$ cat src/rtl/io_uart_tx.sv
// rtl/io_uart_tx.sv - memory-mapped UART transmitter with transmit FIFO, baud divisor and level IRQ
module io_uart_tx #(
  parameter int          FIFO_DEPTH  = 4,
  parameter logic [15:0] DEFAULT_DIV = 16'd16
) (
  input  logic        clk,
  input  logic        rst_n,
  input  logic        io_we,
  input  logic [31:0] io_addr,
  input  logic [31:0] io_wdata,
  output logic [31:0] io_rdata,
  output logic        tx,
  output logic        irq
);

  localparam int AW = $clog2(FIFO_DEPTH);
  localparam int CW = AW + 1;

  typedef enum logic [1:0] {
    IDLE  = 2'd0,
    START = 2'd1,
    DATA  = 2'd2,
    STOP  = 2'd3
  } state_t;

  state_t          state_q, state_d;
  logic [7:0]      mem_q [FIFO_DEPTH];
  logic [AW-1:0]   wr_ptr_q, wr_ptr_d, rd_ptr_q, rd_ptr_d;
  logic [CW-1:0]   count_q, count_d;
  logic            ovf_q, ovf_d;
  logic [15:0]     div_q, div_d;
  logic [1:0]      ctrl_q, ctrl_d;
  logic [15:0]     fdiv_q, fdiv_d;
  logic [15:0]     baud_q, baud_d;
  logic [2:0]      bit_idx_q, bit_idx_d;
  logic [7:0]      shift_q, shift_d;
  logic            tx_q, tx_d;
  logic            irq_q, irq_d;

  logic [5:0]      sel;
  logic            wr_txdata, wr_status, wr_div, wr_ctrl;
  logic            empty, full, busy, pop, push, ovf_set, bit_done;
  logic            unused_ok;

  // Address bits outside the decoded word index and the upper data bits have no meaning here.
  assign unused_ok = ^{io_addr[31:8], io_addr[1:0], io_wdata[31:16]};

  assign sel       = io_addr[7:2];
  assign wr_txdata = io_we && (sel == 6'd0);
  assign wr_status = io_we && (sel == 6'd1);
  assign wr_div    = io_we && (sel == 6'd2);
  assign wr_ctrl   = io_we && (sel == 6'd3);

  assign empty    = (count_q == '0);
  assign full     = (count_q == CW'(FIFO_DEPTH));
  assign busy     = (state_q != IDLE);
  assign bit_done = (baud_q == fdiv_q - 16'd1);

  // A pop frees a slot on the same edge, so a push into a full FIFO is only dropped without one.
  assign pop     = (state_q == IDLE) && ctrl_q[0] && !empty;
  assign push    = wr_txdata && (!full || pop);
  assign ovf_set = wr_txdata && full && !pop;

  assign tx  = tx_q;
  assign irq = irq_q;

  // Register read mux reflects pre-edge state; reads have no side effects.
  always_comb begin
    io_rdata = 32'd0;
    unique case (sel)
      6'd1:    io_rdata = {28'd0, ovf_q, busy, full, empty};
      6'd2:    io_rdata = {16'd0, div_q};
      6'd3:    io_rdata = {30'd0, ctrl_q};
      default: io_rdata = 32'd0;
    endcase
  end

  // Register-file and FIFO bookkeeping next-state.
  always_comb begin
    div_d    = div_q;
    ctrl_d   = ctrl_q;
    ovf_d    = ovf_q;
    wr_ptr_d = push ? wr_ptr_q + AW'(1) : wr_ptr_q;
    rd_ptr_d = pop ? rd_ptr_q + AW'(1) : rd_ptr_q;
    count_d  = count_q;
    unique case ({push, pop})
      2'b10:   count_d = count_q + CW'(1);
      2'b01:   count_d = count_q - CW'(1);
      default: count_d = count_q;
    endcase
    if (wr_div)  div_d  = (io_wdata[15:0] == 16'd0) ? 16'd1 : io_wdata[15:0];
    if (wr_ctrl) ctrl_d = io_wdata[1:0];
    if (ovf_set) ovf_d = 1'b1;
    else if (wr_status && io_wdata[3]) ovf_d = 1'b0;
  end

  // FSM state register.
  always_ff @(posedge clk) begin
    if (!rst_n) state_q <= IDLE;
    else        state_q <= state_d;
  end

  // FSM next-state: each non-idle state holds for one bit time of the latched frame divisor.
  always_comb begin
    state_d = state_q;
    unique case (state_q)
      IDLE:    if (pop) state_d = START;
      START:   if (bit_done) state_d = DATA;
      DATA:    if (bit_done && (bit_idx_q == 3'd7)) state_d = STOP;
      STOP:    if (bit_done) state_d = IDLE;
      default: state_d = IDLE;
    endcase
  end

  // Bit-timing datapath: frame divisor and byte are captured at pop so mid-frame DIV writes wait.
  always_comb begin
    baud_d    = baud_q;
    bit_idx_d = bit_idx_q;
    shift_d   = shift_q;
    fdiv_d    = fdiv_q;
    if (state_q == IDLE) begin
      if (pop) begin
        shift_d   = mem_q[rd_ptr_q];
        fdiv_d    = div_q;
        baud_d    = 16'd0;
        bit_idx_d = 3'd0;
      end
    end else if (bit_done) begin
      baud_d = 16'd0;
      if (state_q == DATA) bit_idx_d = bit_idx_q + 3'd1;
    end else begin
      baud_d = baud_q + 16'd1;
    end
  end

  // FSM outputs, computed from next state so the registered line and irq track the new state.
  always_comb begin
    tx_d = 1'b1;
    unique case (state_d)
      IDLE:    tx_d = 1'b1;
      START:   tx_d = 1'b0;
      DATA:    tx_d = shift_d[bit_idx_d];
      STOP:    tx_d = 1'b1;
      default: tx_d = 1'b1;
    endcase
    irq_d = ctrl_d[1] & (((count_d == '0) && (state_d == IDLE)) | ovf_d);
  end

  // FIFO storage; contents need no reset since the count gates every read.
  always_ff @(posedge clk) begin
    if (push) mem_q[wr_ptr_q] <= io_wdata[7:0];
  end

  // All remaining state and the registered outputs.
  always_ff @(posedge clk) begin
    if (!rst_n) begin
      wr_ptr_q  <= '0;
      rd_ptr_q  <= '0;
      count_q   <= '0;
      ovf_q     <= 1'b0;
      div_q     <= DEFAULT_DIV;
      ctrl_q    <= 2'd0;
      fdiv_q    <= DEFAULT_DIV;
      baud_q    <= 16'd0;
      bit_idx_q <= 3'd0;
      shift_q   <= 8'd0;
      tx_q      <= 1'b1;
      irq_q     <= 1'b0;
    end else begin
      wr_ptr_q  <= wr_ptr_d;
      rd_ptr_q  <= rd_ptr_d;
      count_q   <= count_d;
      ovf_q     <= ovf_d;
      div_q     <= div_d;
      ctrl_q    <= ctrl_d;
      fdiv_q    <= fdiv_d;
      baud_q    <= baud_d;
      bit_idx_q <= bit_idx_d;
      shift_q   <= shift_d;
      tx_q      <= tx_d;
      irq_q     <= irq_d;
    end
  end

endmodule

$ cat config.mk
export PLATFORM = sky130hd
export DESIGN_NAME = io_uart_tx
export DESIGN_NICKNAME = d
export VERILOG_FILES = /design/src/rtl/io_uart_tx.sv
export SDC_FILE = /design/constraint.sdc
export NUM_CORES = 1
export LEC_CHECK = 0
export ABC_AREA = 1
export ABC_CLOCK_PERIOD_IN_PS = 2700
export BUFFER_PORTS_ARGS = -buffer_cell sky130_fd_sc_hd__buf_2
export CAP_MARGIN = 20
export CORE_ASPECT_RATIO = 1.2
export CORE_MARGIN = 3
export CORE_UTILIZATION = 30
export CTS_CLUSTER_DIAMETER = 50
export DETAILED_ROUTE_END_ITERATION = 16
export MAX_ROUTING_LAYER = met4
export PLACE_DENSITY = 0.49
export SYNTH_ARGS = -nofsm -noshare
export SYNTH_HDL_FRONTEND = slang
export SYNTH_SLANG_ARGS = --single-unit
$ cat constraint.sdc
create_clock -name clk -period 2.7 [get_ports clk]
set_clock_uncertainty 0.05 [all_clocks]
set_input_delay 0.405 -clock clk [delete_from_list [all_inputs] [get_ports clk]]
set_output_delay 0.405 -clock clk [all_outputs]
set_load 0.005 [all_outputs]
==> out/qor_table.md <==
| Quantity | Reported | Unit |
|:---|:---|:---|
| Status | completed | - |
| Arrival time of data at the critical path endpoint | 2.71 | ns |
| Share of power burned in the clock network | 43.7 | % |
| Final-report setup violation count | 0 | - |
| Die width | 134 | um |
| Sw Ratio | 23.9 | % |
| Maximum number of pins on one net before global-route repair | 45 | - |
| Period minus WS final | 2.52 | ns |
| Antenna Diode Count | 0 | - |
| Post-layout nets | 923 | - |
| Clk buf depth | 2 | - |
| Peak Freq | 397 | MHz |
| Overall routed net length | 15000 | um |
| Area occupied by registers | 0.00247 | mm^2 |
| Cell seen most often among critical-path stages | sky130_fd_sc_hd__nand2_1 | - |
| Portion of total power attributed to combinational logic | 2.6 | % |
| TritonCTS clock tree | built | - |
| Core region area | 0.0190 | mm^2 |
| Total instance count after detailed placement | 1081 | - |
| Via count of the first global-routing pass | 4725 | - |
| Vias per cell | 4.47 | - |
| Setup tns final | 0 | ns |
| Number of standard cells after synthesis | 781 | - |
| Worst Max-Slew Pin Slew | 0.535 | ns |
| Starting density of the core | 30.9 | % |
| Number of warning messages in the yosys log | 0 | - |
| Max-cap violation count | 0 | - |
| Setup repair after global routing missed its margin | yes | - |
| Boundary Pins | 101 | - |
| Async SR Flop Fraction | 0 | % |
| Leak pwr | 2.90 | nW |
| Pint | 2.34 | mW |
| Maximum fanout along the worst path | 6 | - |
| Finished Layout Cells | 1104 | - |
| Register bit total from synthesis | 107 | - |
| Total number of vias | 4931 | - |
| Critical path required time | 2.89 | ns |
| Filler cell count | 2071 | - |
| Net switching power | 736 | uW |
| Pins over their slew limit | 0 | - |
| Cell type of the slowest stage on the worst timing path | sky130_fd_sc_hd__dfxtp_2 | - |
| Number of violations reported at the end of detailed-routing iteration 0 | 250 | - |
| Worst hold path type | input port to register | - |
| Start-to-end type of the worst setup path | register to register | - |
| Total Power | 3.08 | mW |
| Number of buffers created by CTS | 9 | - |
| Count of flip-flops with a built-in enable after synthesis | 32 | - |
| Initial DRT Pass Iterations | 4 | - |
| Buffer and inverter count on the worst path | 5 | - |
| Number of antenna violations at the first check in global routing | 0 | - |
| Startpoint type of the worst setup path | register | - |
| Remaining design rule violation count | 0 | - |
| Cell Area, Synth | 0.00586 | mm^2 |
| Fin. Hold Viols | 0 | - |
| Layout-stage area growth over the synthesis result | 17.8 | % |
| Dpl hpwl | 11200 | um |
| Proportion of synthesized chip area in sequential cells | 42.0 | % |
| Average cell area after synthesis | 7.51 | um^2 |
| Power Density | 445 | mW/mm^2 |
| Number of distinct library cells after synthesis | 48 | - |
| Dominant delay contributor by cell family on the critical path | simple AND/OR/NAND/NOR gates | - |
| GRT Util Overall | 14.7 | % |
| Die Area | 0.0213 | mm^2 |
| Clock latency at the later pin of the worst-skew pair | 0.36 | ns |
| H-tree depth reported by CTS | 3 | - |
| Endpoint type of the worst setup path | register | - |
| CTS clk-pin slew, worst paths | 0.08 | ns |
| Die boundary height | 159 | um |
| Worst path max stage delay | 0.37 | ns |
| Flop pwr share | 53.7 | % |
| Hold-fix buffers, CTS | 0 | - |
| Number of nets with antenna violations after detailed routing | 0 | - |
| Site Rows | 55 | - |
| Share of layout cells above drive strength 1 | 18.6 | % |
| Area used by multi-input combinational logic | 0.00294 | mm^2 |
| Port Buffers | 42 | - |
| CTS sink count | 107 | - |
| WL per Instance | 13.6 | um |
| Final Wtd Congestion | 0.799 | - |
| Maximum resistive drop on vdd | 0.346 | mV |
| Final critical-path share of the clock period | 93.2 | % |
| Slew Limit Headroom | 64.3 | % |
| Fraction of the core area covered by cells at the end of the flow | 36.4 | % |
| Grt ovf | 0 | - |
| First-pass GRT wire length | 24300 | um |
| Crit-path cells | inv_2 -> ha_4 -> nand2_8 -> nor2_8 -> buf_4 -> nand3b_1 -> nand2_2 -> inv_1 -> nand3_1 -> nor2_1 -> nand3_2 -> clkinv_1 -> nand3_1 -> nand2_1 -> inv_1 -> ha_1 -> nand2_1 -> nand2_1 -> nand2_1 | - |
| Primary flip-flop cell chosen by synthesis mapping | sky130_fd_sc_hd__dfxtp_1 | - |
| CTS root buffer | sky130_fd_sc_hd__clkbuf_16 | - |
## through the flow
step                      worst slack [ns]  hold WS [ns]  area, um^2
after floorplan                      0.226         0.386        5920
after global placement              0.0116         0.402        6420
after detailed placement           -0.0338         0.414        6420
after CTS                          0.00896         0.248        6740
after global routing               -0.0186         0.256        6910
final                                0.183         0.253        6910
## worst paths after layout
check	start	endpoint	slack [ns]	cells after the start
worst max-delay path	fdiv_q[0]	tx	0.18	19
worst min-delay path	io_wdata[7]	mem_q[2][7]	0.25	1
worst max register to register	fdiv_q[0]	tx	0.18	19
worst min register to register	rd_ptr_q[1]	rd_ptr_q[1]	0.42	2
## layout make-up
type / instances / share of cell area, %
clock inverter: 7 / 1.14
multi-input combinational: 543 / 42.6
sequential: 107 / 35.8
inverter: 105 / 5.71
clock buffer: 9 / 3.26
timing repair buffer: 77 / 6.85
tap: 256 / 4.64
## timing repair
action	in CTS	in global routing
cloned	0	0
pin swaps	0	14
endpoints found under the hold margin	0	0
resized for setup	4	34
buffers inserted	0	7
endpoints found under the setup margin	2	3
## cell usage after synthesis, types with 3 or more instances
cell type	number	area [um^2]
sky130_fd_sc_hd__o211ai_1	3	22.5
sky130_fd_sc_hd__a211oi_1	13	97.6
sky130_fd_sc_hd__nor4_1	4	25.0
sky130_fd_sc_hd__nand2_4	4	45.0
sky130_fd_sc_hd__nor2_2	7	43.8
sky130_fd_sc_hd__nor3_1	5	25.0
sky130_fd_sc_hd__nor2_8	3	60.1
sky130_fd_sc_hd__o21ai_0	53	265
sky130_fd_sc_hd__edfxtp_1	32	961
sky130_fd_sc_hd__inv_1	101	379
sky130_fd_sc_hd__nor2_4	6	67.6
sky130_fd_sc_hd__dfxtp_1	75	1500
sky130_fd_sc_hd__nand2_2	10	62.6
sky130_fd_sc_hd__ha_1	12	150
sky130_fd_sc_hd__xor2_1	14	123
sky130_fd_sc_hd__xnor2_1	3	26.3
sky130_fd_sc_hd__clkbuf_1	18	67.6
sky130_fd_sc_hd__nand2_1	150	563
sky130_fd_sc_hd__a21oi_1	43	215
sky130_fd_sc_hd__o32ai_1	8	70.1
sky130_fd_sc_hd__buf_4	18	135
sky130_fd_sc_hd__clkinv_1	3	11.3
sky130_fd_sc_hd__nand3b_1	5	37.5
sky130_fd_sc_hd__nand3_1	43	215
sky130_fd_sc_hd__nor2_1	117	439
sky130_fd_sc_hd__nand4_1	5	31.3
## cell usage in the layout (no fill, tap or decap), types with 5 or more instances in the layout
master and count:
sky130_fd_sc_hd__nand3b_1 5, sky130_fd_sc_hd__xor2_1 13, sky130_fd_sc_hd__clkbuf_16 9, sky130_fd_sc_hd__inv_1 100, sky130_fd_sc_hd__dfxtp_1 67, sky130_fd_sc_hd__a21oi_1 43, sky130_fd_sc_hd__buf_4 35, sky130_fd_sc_hd__conb_1 16
sky130_fd_sc_hd__nand2_1 147, sky130_fd_sc_hd__a211oi_1 12, sky130_fd_sc_hd__nand2_2 13, sky130_fd_sc_hd__nor2_1 111, sky130_fd_sc_hd__ha_1 11, sky130_fd_sc_hd__nand4_1 5, sky130_fd_sc_hd__dfxtp_2 7, sky130_fd_sc_hd__nor3_1 5
sky130_fd_sc_hd__nor2_2 8, sky130_fd_sc_hd__nand3_1 40, sky130_fd_sc_hd__o21ai_0 53, sky130_fd_sc_hd__o32ai_1 8, sky130_fd_sc_hd__buf_2 42, sky130_fd_sc_hd__nor2_4 11, sky130_fd_sc_hd__edfxtp_1 32
## logic make-up after synthesis
group / synth area share (%)
compound gates: 12.6
xor+xnor: 2.54
fa+ha+maj: 2.90
buf+inv: 10.8
flops: 42.0
other cells: 0.0639
simple gates: 29.1
## registers in the layout (all words and copies together) (netlist names), named ones only
signal,cells
baud_q,16
bit_idx_q,3
count_q,3
ctrl_q,2
div_q,16
fdiv_q,16
irq,1
mem_q,32
ovf_q,1
rd_ptr_q,2
shift_q,8
state_q,2
tx,1
wr_ptr_q,2
## metal layers
layer / wire [um] / track usage [%] / vias to the layer above
li1: - / - / 2619
met1: 6860 / 18.0 / 2249
met2: 7600 / 25.4 / 55
met3: 400 / 2.81 / 8
met4: 155 / 3.04 / 0
met5: 0 / - / -
## power by group through the flow
stage / sequential (mW) / clock (mW) / combinational (mW)
floorplan: 1.69 / 0 / 0.0516
global placement: 1.69 / 0 / 0.0813
detailed placement: 1.69 / 0 / 0.0808
CTS: 1.65 / 1.38 / 0.0812
global route: 1.65 / 1.45 / 0.0912
finish: 1.65 / 1.34 / 0.0805
## worst reg2reg max path, delay by kind of cell (launching register included)
kind                     cells  cell delay, ns
flip-flops                   1            0.37
buffers and inverters        5            0.41
AND/OR/NAND/NOR             12            1.11
adder cells (fa/ha/maj)      2            0.46
(Power assumes the default switching activity.)
